$ cat src/rtl/stack_calc_core.sv
// Stack-machine calculator core: WIDTH-bit words, DEPTH-entry register stack,
// valid/ready opcode intake, sticky first-error code and a two-cycle MUL.
module stack_calc_core #(
    parameter int WIDTH = 4,
    parameter int DEPTH = 8
) (
    input  logic                       clk,
    input  logic                       rst_n,
    input  logic                       op_valid,
    output logic                       op_ready,
    input  logic [3:0]                 opcode,
    input  logic [WIDTH-1:0]           operand,
    output logic [WIDTH-1:0]           top,
    output logic [WIDTH-1:0]           second,
    output logic [$clog2(DEPTH):0]     depth,
    output logic [2*WIDTH-1:0]         out_reg,
    output logic                       carry,
    output logic                       err,
    output logic [1:0]                 err_code,
    output logic                       fsm_state
);
    localparam int AW = $clog2(DEPTH);
    localparam int DW = AW + 1;

    typedef enum logic {IDLE = 1'b0, MUL2 = 1'b1} state_t;

    // Handshake: an opcode is consumed on a rising edge where op_valid && op_ready;
    // while op_ready is low the source must hold op_valid and its payload.

    state_t             state, state_nx;
    logic [WIDTH-1:0]   stk [DEPTH];
    logic [WIDTH-1:0]   mul_lo, mul_lo_nx;
    logic [AW-1:0]      i0, i1, ip;
    logic               op_fire, underflow, overflow, fault;
    logic [1:0]         min_req;
    logic               grows;
    logic [WIDTH:0]     sum, diff;
    logic [2*WIDTH-1:0] prod;
    logic               wa_en, wb_en;
    logic [AW-1:0]      wa_idx, wb_idx;
    logic [WIDTH-1:0]   wa_data, wb_data;
    logic [DW-1:0]      depth_nx;
    logic               carry_nx, outl_en, outh_en, errclr;

    assign i0 = AW'(depth - DW'(1));
    assign i1 = AW'(depth - DW'(2));
    assign ip = AW'(depth);

    assign top       = (depth != '0)     ? stk[i0] : '0;
    assign second    = (depth >= DW'(2)) ? stk[i1] : '0;
    assign op_ready  = (state == IDLE);
    assign fsm_state = state;

    assign sum  = {1'b0, second} + {1'b0, top};
    assign diff = {1'b0, second} - {1'b0, top};
    assign prod = {{WIDTH{1'b0}}, second} * {{WIDTH{1'b0}}, top};

    always_comb begin
        min_req = 2'd0;
        grows   = 1'b0;
        case (opcode)
            4'h1:                   grows = 1'b1;
            4'h2, 4'h3, 4'h4, 4'h7: min_req = 2'd1;
            4'h6: begin             min_req = 2'd1; grows = 1'b1; end
            4'h5, 4'h8, 4'h9, 4'hA,
            4'hB, 4'hC, 4'hD:       min_req = 2'd2;
            default: ;
        endcase
        op_fire   = op_valid && op_ready;
        underflow = depth < DW'(min_req);
        overflow  = grows && (depth == DW'(DEPTH));
        fault     = op_fire && (underflow || overflow);
    end

    always_comb begin
        state_nx = state;
        case (state)
            IDLE: if (op_fire && !fault && opcode == 4'hD) state_nx = MUL2;
            MUL2: state_nx = IDLE;
            default: state_nx = IDLE;
        endcase
    end

    always_comb begin
        wa_en     = 1'b0;
        wa_idx    = '0;
        wa_data   = '0;
        wb_en     = 1'b0;
        wb_idx    = '0;
        wb_data   = '0;
        depth_nx  = depth;
        carry_nx  = carry;
        outl_en   = 1'b0;
        outh_en   = 1'b0;
        errclr    = 1'b0;
        mul_lo_nx = mul_lo;
        if (state == MUL2) begin
            wa_en    = 1'b1;
            wa_idx   = ip;
            wa_data  = mul_lo;
            depth_nx = depth + DW'(1);
        end else if (op_fire && !fault) begin
            case (opcode)
                4'h1: begin wa_en = 1'b1; wa_idx = ip; wa_data = operand; depth_nx = depth + DW'(1); end
                4'h2: depth_nx = depth - DW'(1);
                4'h3: outl_en = 1'b1;
                4'h4: outh_en = 1'b1;
                4'h5: begin
                    wa_en = 1'b1; wa_idx = i0; wa_data = second;
                    wb_en = 1'b1; wb_idx = i1; wb_data = top;
                end
                4'h6: begin wa_en = 1'b1; wa_idx = ip; wa_data = top; depth_nx = depth + DW'(1); end
                4'h7: begin wa_en = 1'b1; wa_idx = i0; wa_data = ~top; end
                4'h8: begin
                    wa_en = 1'b1; wa_idx = i1; wa_data = sum[WIDTH-1:0];
                    carry_nx = sum[WIDTH]; depth_nx = depth - DW'(1);
                end
                4'h9: begin
                    wa_en = 1'b1; wa_idx = i1; wa_data = diff[WIDTH-1:0];
                    carry_nx = diff[WIDTH]; depth_nx = depth - DW'(1);
                end
                4'hA: begin wa_en = 1'b1; wa_idx = i1; wa_data = second & top; depth_nx = depth - DW'(1); end
                4'hB: begin wa_en = 1'b1; wa_idx = i1; wa_data = second | top; depth_nx = depth - DW'(1); end
                4'hC: begin wa_en = 1'b1; wa_idx = i1; wa_data = second ^ top; depth_nx = depth - DW'(1); end
                // High half lands now; low half is pushed from mul_lo in MUL2.
                4'hD: begin
                    wa_en = 1'b1; wa_idx = i1; wa_data = prod[2*WIDTH-1:WIDTH];
                    depth_nx = depth - DW'(1); mul_lo_nx = prod[WIDTH-1:0];
                end
                4'hE: depth_nx = '0;
                4'hF: errclr = 1'b1;
                default: ;
            endcase
        end
    end

    // Storage needs no reset: entries at or above depth are never visible.
    always_ff @(posedge clk) begin
        if (wa_en) stk[wa_idx] <= wa_data;
        if (wb_en) stk[wb_idx] <= wb_data;
    end

    always_ff @(posedge clk or negedge rst_n) begin
        if (!rst_n) begin
            state    <= IDLE;
            depth    <= '0;
            out_reg  <= '0;
            carry    <= 1'b0;
            err      <= 1'b0;
            err_code <= 2'b00;
            mul_lo   <= '0;
        end else begin
            state  <= state_nx;
            depth  <= depth_nx;
            carry  <= carry_nx;
            mul_lo <= mul_lo_nx;
            if (outl_en) out_reg[WIDTH-1:0]       <= top;
            if (outh_en) out_reg[2*WIDTH-1:WIDTH] <= top;
            if (fault) begin
                err <= 1'b1;
                if (err_code == 2'b00) err_code <= underflow ? 2'b01 : 2'b10;
            end else if (errclr) begin
                err      <= 1'b0;
                err_code <= 2'b00;
            end
        end
    end
endmodule

$ cat config.mk
export PLATFORM = sky130hd
export DESIGN_NAME = stack_calc_core
export DESIGN_NICKNAME = d
export VERILOG_FILES = /design/src/rtl/stack_calc_core.sv
export SDC_FILE = /design/constraint.sdc
export NUM_CORES = 1
export LEC_CHECK = 0
export ABC_CLOCK_PERIOD_IN_PS = 15050
export BUFFER_PORTS_ARGS = -buffer_cell sky130_fd_sc_hd__buf_2
export CORE_MARGIN = 3
export CORE_UTILIZATION = 45
export DETAILED_ROUTE_END_ITERATION = 12
export GPL_TIMING_DRIVEN = 0
export SETUP_SLACK_MARGIN = 0.02
export SYNTH_ARGS = -nofsm -noshare
export SYNTH_HDL_FRONTEND = slang
export SYNTH_SLANG_ARGS = --single-unit
$ cat constraint.sdc
create_clock -name clk -period 15.05 [get_ports clk]
set_input_delay 3.01 -clock clk [delete_from_list [all_inputs] [get_ports clk]]
set_output_delay 3.01 -clock clk [all_outputs]
set_load 0.05 [all_outputs]
==> run_results.csv <==
group,metric,value,unit
cts,cts_setup_buffers,0,
critical_path,start_kind,"flip-flop",
critical_path,r2r_cells,19,
detailed_routing,antenna_left,0,
logic_synthesis,synth_edf_count,32,
logic_synthesis,syn_nets,495,
critical_path,max_stage_delay,520,ps
critical_path,crit_buf_inv,6,
finish,layout_commonest_cell,"buf_2",
critical_path,endpoint_kind,"output pin",
cts,htree_num_levels,2,
logic_synthesis,synth_seq_area_share,31.74,%
timing,fmax,153.1,MHz
detailed_routing,dr_total_vias,3908,
cts,numCtsBuffers,5,
detailed_routing,drt_pass1_iterations,5,
detailed_routing,wl,13410,microns
critical_path,slowest_stage,"mux4_2",
critical_path,path_cells,"clkbuf_2 -> buf_2 -> inv_1 -> ha_1 -> buf_4 -> mux4_2 -> mux2_2 -> nand2_4 -> inv_1 -> buf_2",
cts,clock-sinks,53,
timing,rsz0062_at_grt,"false",
timing,finClkSkew,20.29,ps
grt,antenna_found_initial,0,
finish,drive_gt1_share,23.06,%
placed_design,dpl.hpwl,10420,microns
grt,gr-total-overflow,0,
finish,antenna_cells,0,
logic_synthesis,syn_avg_cell_area,10.48,sq um
placed_design,placedCellCount,615,
logic_synthesis,ys_seq_elements,53,
run,max-cap-violations,0,
logic_synthesis,syn-cell-area,4683,sq um
grt,first_global_vias,3965,
critical_path,critPathKind,"reg -> out",
die,io_pins,37,
die,die_h,108.0,microns
hold_path,hold_depth,1,
cts,clock_latency,330,ps
die,coreArea,9955,sq um
placed_design,portBuffers,35,
logic_synthesis,async_flop_share,39.62,%
finish,layout_common_cells,"buf_2, nand2_1, mux2i_1",
critical_path,arrival,3520,ps
grt,grt_pass1_wl,21560,microns
timing,maxSlewViolCount,0,
die,initial_utilization,47.05,%
hold_path,hold_path_class,"reg -> reg",
timing,final_hold_viol_count,0,
logic_synthesis,synth_top_area_share,20.52,%
cts,cts_root_buf,"clkbuf_8",
logic_synthesis,synth.top_cells.by_area,"edfxtp_1, dfrtp_1, ha_1, mux2i_1, mux4_2",
die,fp.dieW,108.0,microns
finish,fin_nets,537,
finish,area_growth,9.137,%
status,status,"finished clean",
logic_synthesis,yosysUniqueCellTypes,79,
logic_synthesis,syn_inst,447,
grt,grtUsageTotal,24.10,%
cts,cts.clk_slew.worst_paths,120,ps
timing,relSlewSlack,38.42,%
die,rows,36,
critical_path,crit_cells,10,
cts,cts_tree,"built",
timing,period_share,43.40,%
die,dieArea,11670,sq um
cts,ctsHoldBuffers,0,
critical_path,crit_family,"buffers and inverters",
timing,setup_tns,0,ps
finish,instances_no_fill,623,
logic_synthesis,yosysTopAreaCell,"edfxtp_1",
grt,grt_start_max_net_pins,22,
logic_synthesis,synth-warning-count,0,
detailed_routing,viasPerCell,6.273,
detailed_routing,first_iter_violations,401,
placed_design,place_congestion,0.9015,
timing,worst_pin_slew,915.9,ps
cts,cts_resized,0,
critical_path,cp.required,12040,ps
timing,finalCriticalPeriod,6532,ps
finish,largest_register_ffs,32,
timing,finalSetupViolCount,0,
cts,clk_path_buf_depth,2,
critical_path,crit_fanout,10,
detailed_routing,drc,0,
detailed_routing,wl_per_cell,21.52,microns
logic_synthesis,synth-main-ff-cell,"edfxtp_1",
worst paths after layout:
check / slack, ps / to / startpoint
worst max-delay path: 8520 / top[0] / depth[1]$_DFFE_PN0P_
worst min-delay path: 510 / out_reg[6]$_DFFE_PN0P_ / out_reg[6]$_DFFE_PN0P_
worst max register to register: 8960 / stk[0][3]$_DFFE_PP_ / depth[1]$_DFFE_PN0P_
worst min register to register: 510 / out_reg[6]$_DFFE_PN0P_ / out_reg[6]$_DFFE_PN0P_
max in group asynchronous: 12010 / mul_lo[1]$_DFFE_PN0P_ / rst_n
min in group asynchronous: 2640 / depth[0]$_DFFE_PN0P_ / rst_n
cells by family after synthesis:
logic type	Yosys count	synth area share [%]
AO/OA/AOI/OAI	104	17.37
AND/OR/NAND/NOR	131	15.26
multiplexers	68	18.81
adder cells (fa/ha/maj)	37	10.85
XOR/XNOR	6	1.283
flip-flops	53	31.74
buffers and inverters	48	4.702
through the flow:
| stage | util [%] | hold slack, ps | setup WS [ps] | instance area [sq um] |
|---|---|---|---|---|
| after global routing | 51.34 | 541.2 | 8355 | 5111 |
| after CTS | 51.34 | 518.5 | 8481 | 5111 |
| after detailed placement | 50.48 | 490.4 | 8783 | 5025 |
| final | 51.34 | 509.6 | 8518 | 5111 |
| after global placement | 50.48 | 485.9 | 8836 | 5025 |
| after floorplan | - | 481.1 | 9166 | 4683 |
layout make-up:
| type | count | area, sq um |
|---|---|---|
| Buffer | 22 | 122.6 |
| Clock buffer | 6 | 72.57 |
| Clock inverter | 2 | 13.76 |
| Fill cell | 919 | 4843 |
| Inverter | 26 | 97.59 |
| Multi-Input combinational cell | 346 | 2977 |
| Sequential cell | 53 | 1486 |
| Tap cell | 133 | 166.4 |
| Timing Repair Buffer | 35 | 175.2 |
Yosys cell counts, drive strengths merged (13+ instances only):
cell type   n
inv        26
edfxtp     32
a21oi      17
mux2i      37
o21ai      13
nand2      45
mux4       14
buf        18
mux2       17
dfrtp      21
nor2       28
ha         31
worst reg2reg max path, delay by kind of cell (launching register included):
kind                       cells  cell delay, ps
DFF                            1             500
and+or+nand+nor                1             550
AOI/OAI and AO/OA              6            1660
xor gates and xnor gates       1             420
adders and majority gates      5            1580
muxes                          1             220
buffers and inverters          5             890
per-layer routing:
layer | up-vias | part of all wire [%] | global-route usage (%)
li1 | 1792 | - | -
met1 | 1926 | 44 | 33.83
met2 | 166 | 47 | 38.63
met3 | 24 | 7.5 | 4.299
met4 | 0 | 1.8 | 6.402
met5 | - | 0 | 0
Power is not shown: default switching activity piles up to over one toggle a cycle in this logic, so the estimate is an artifact.
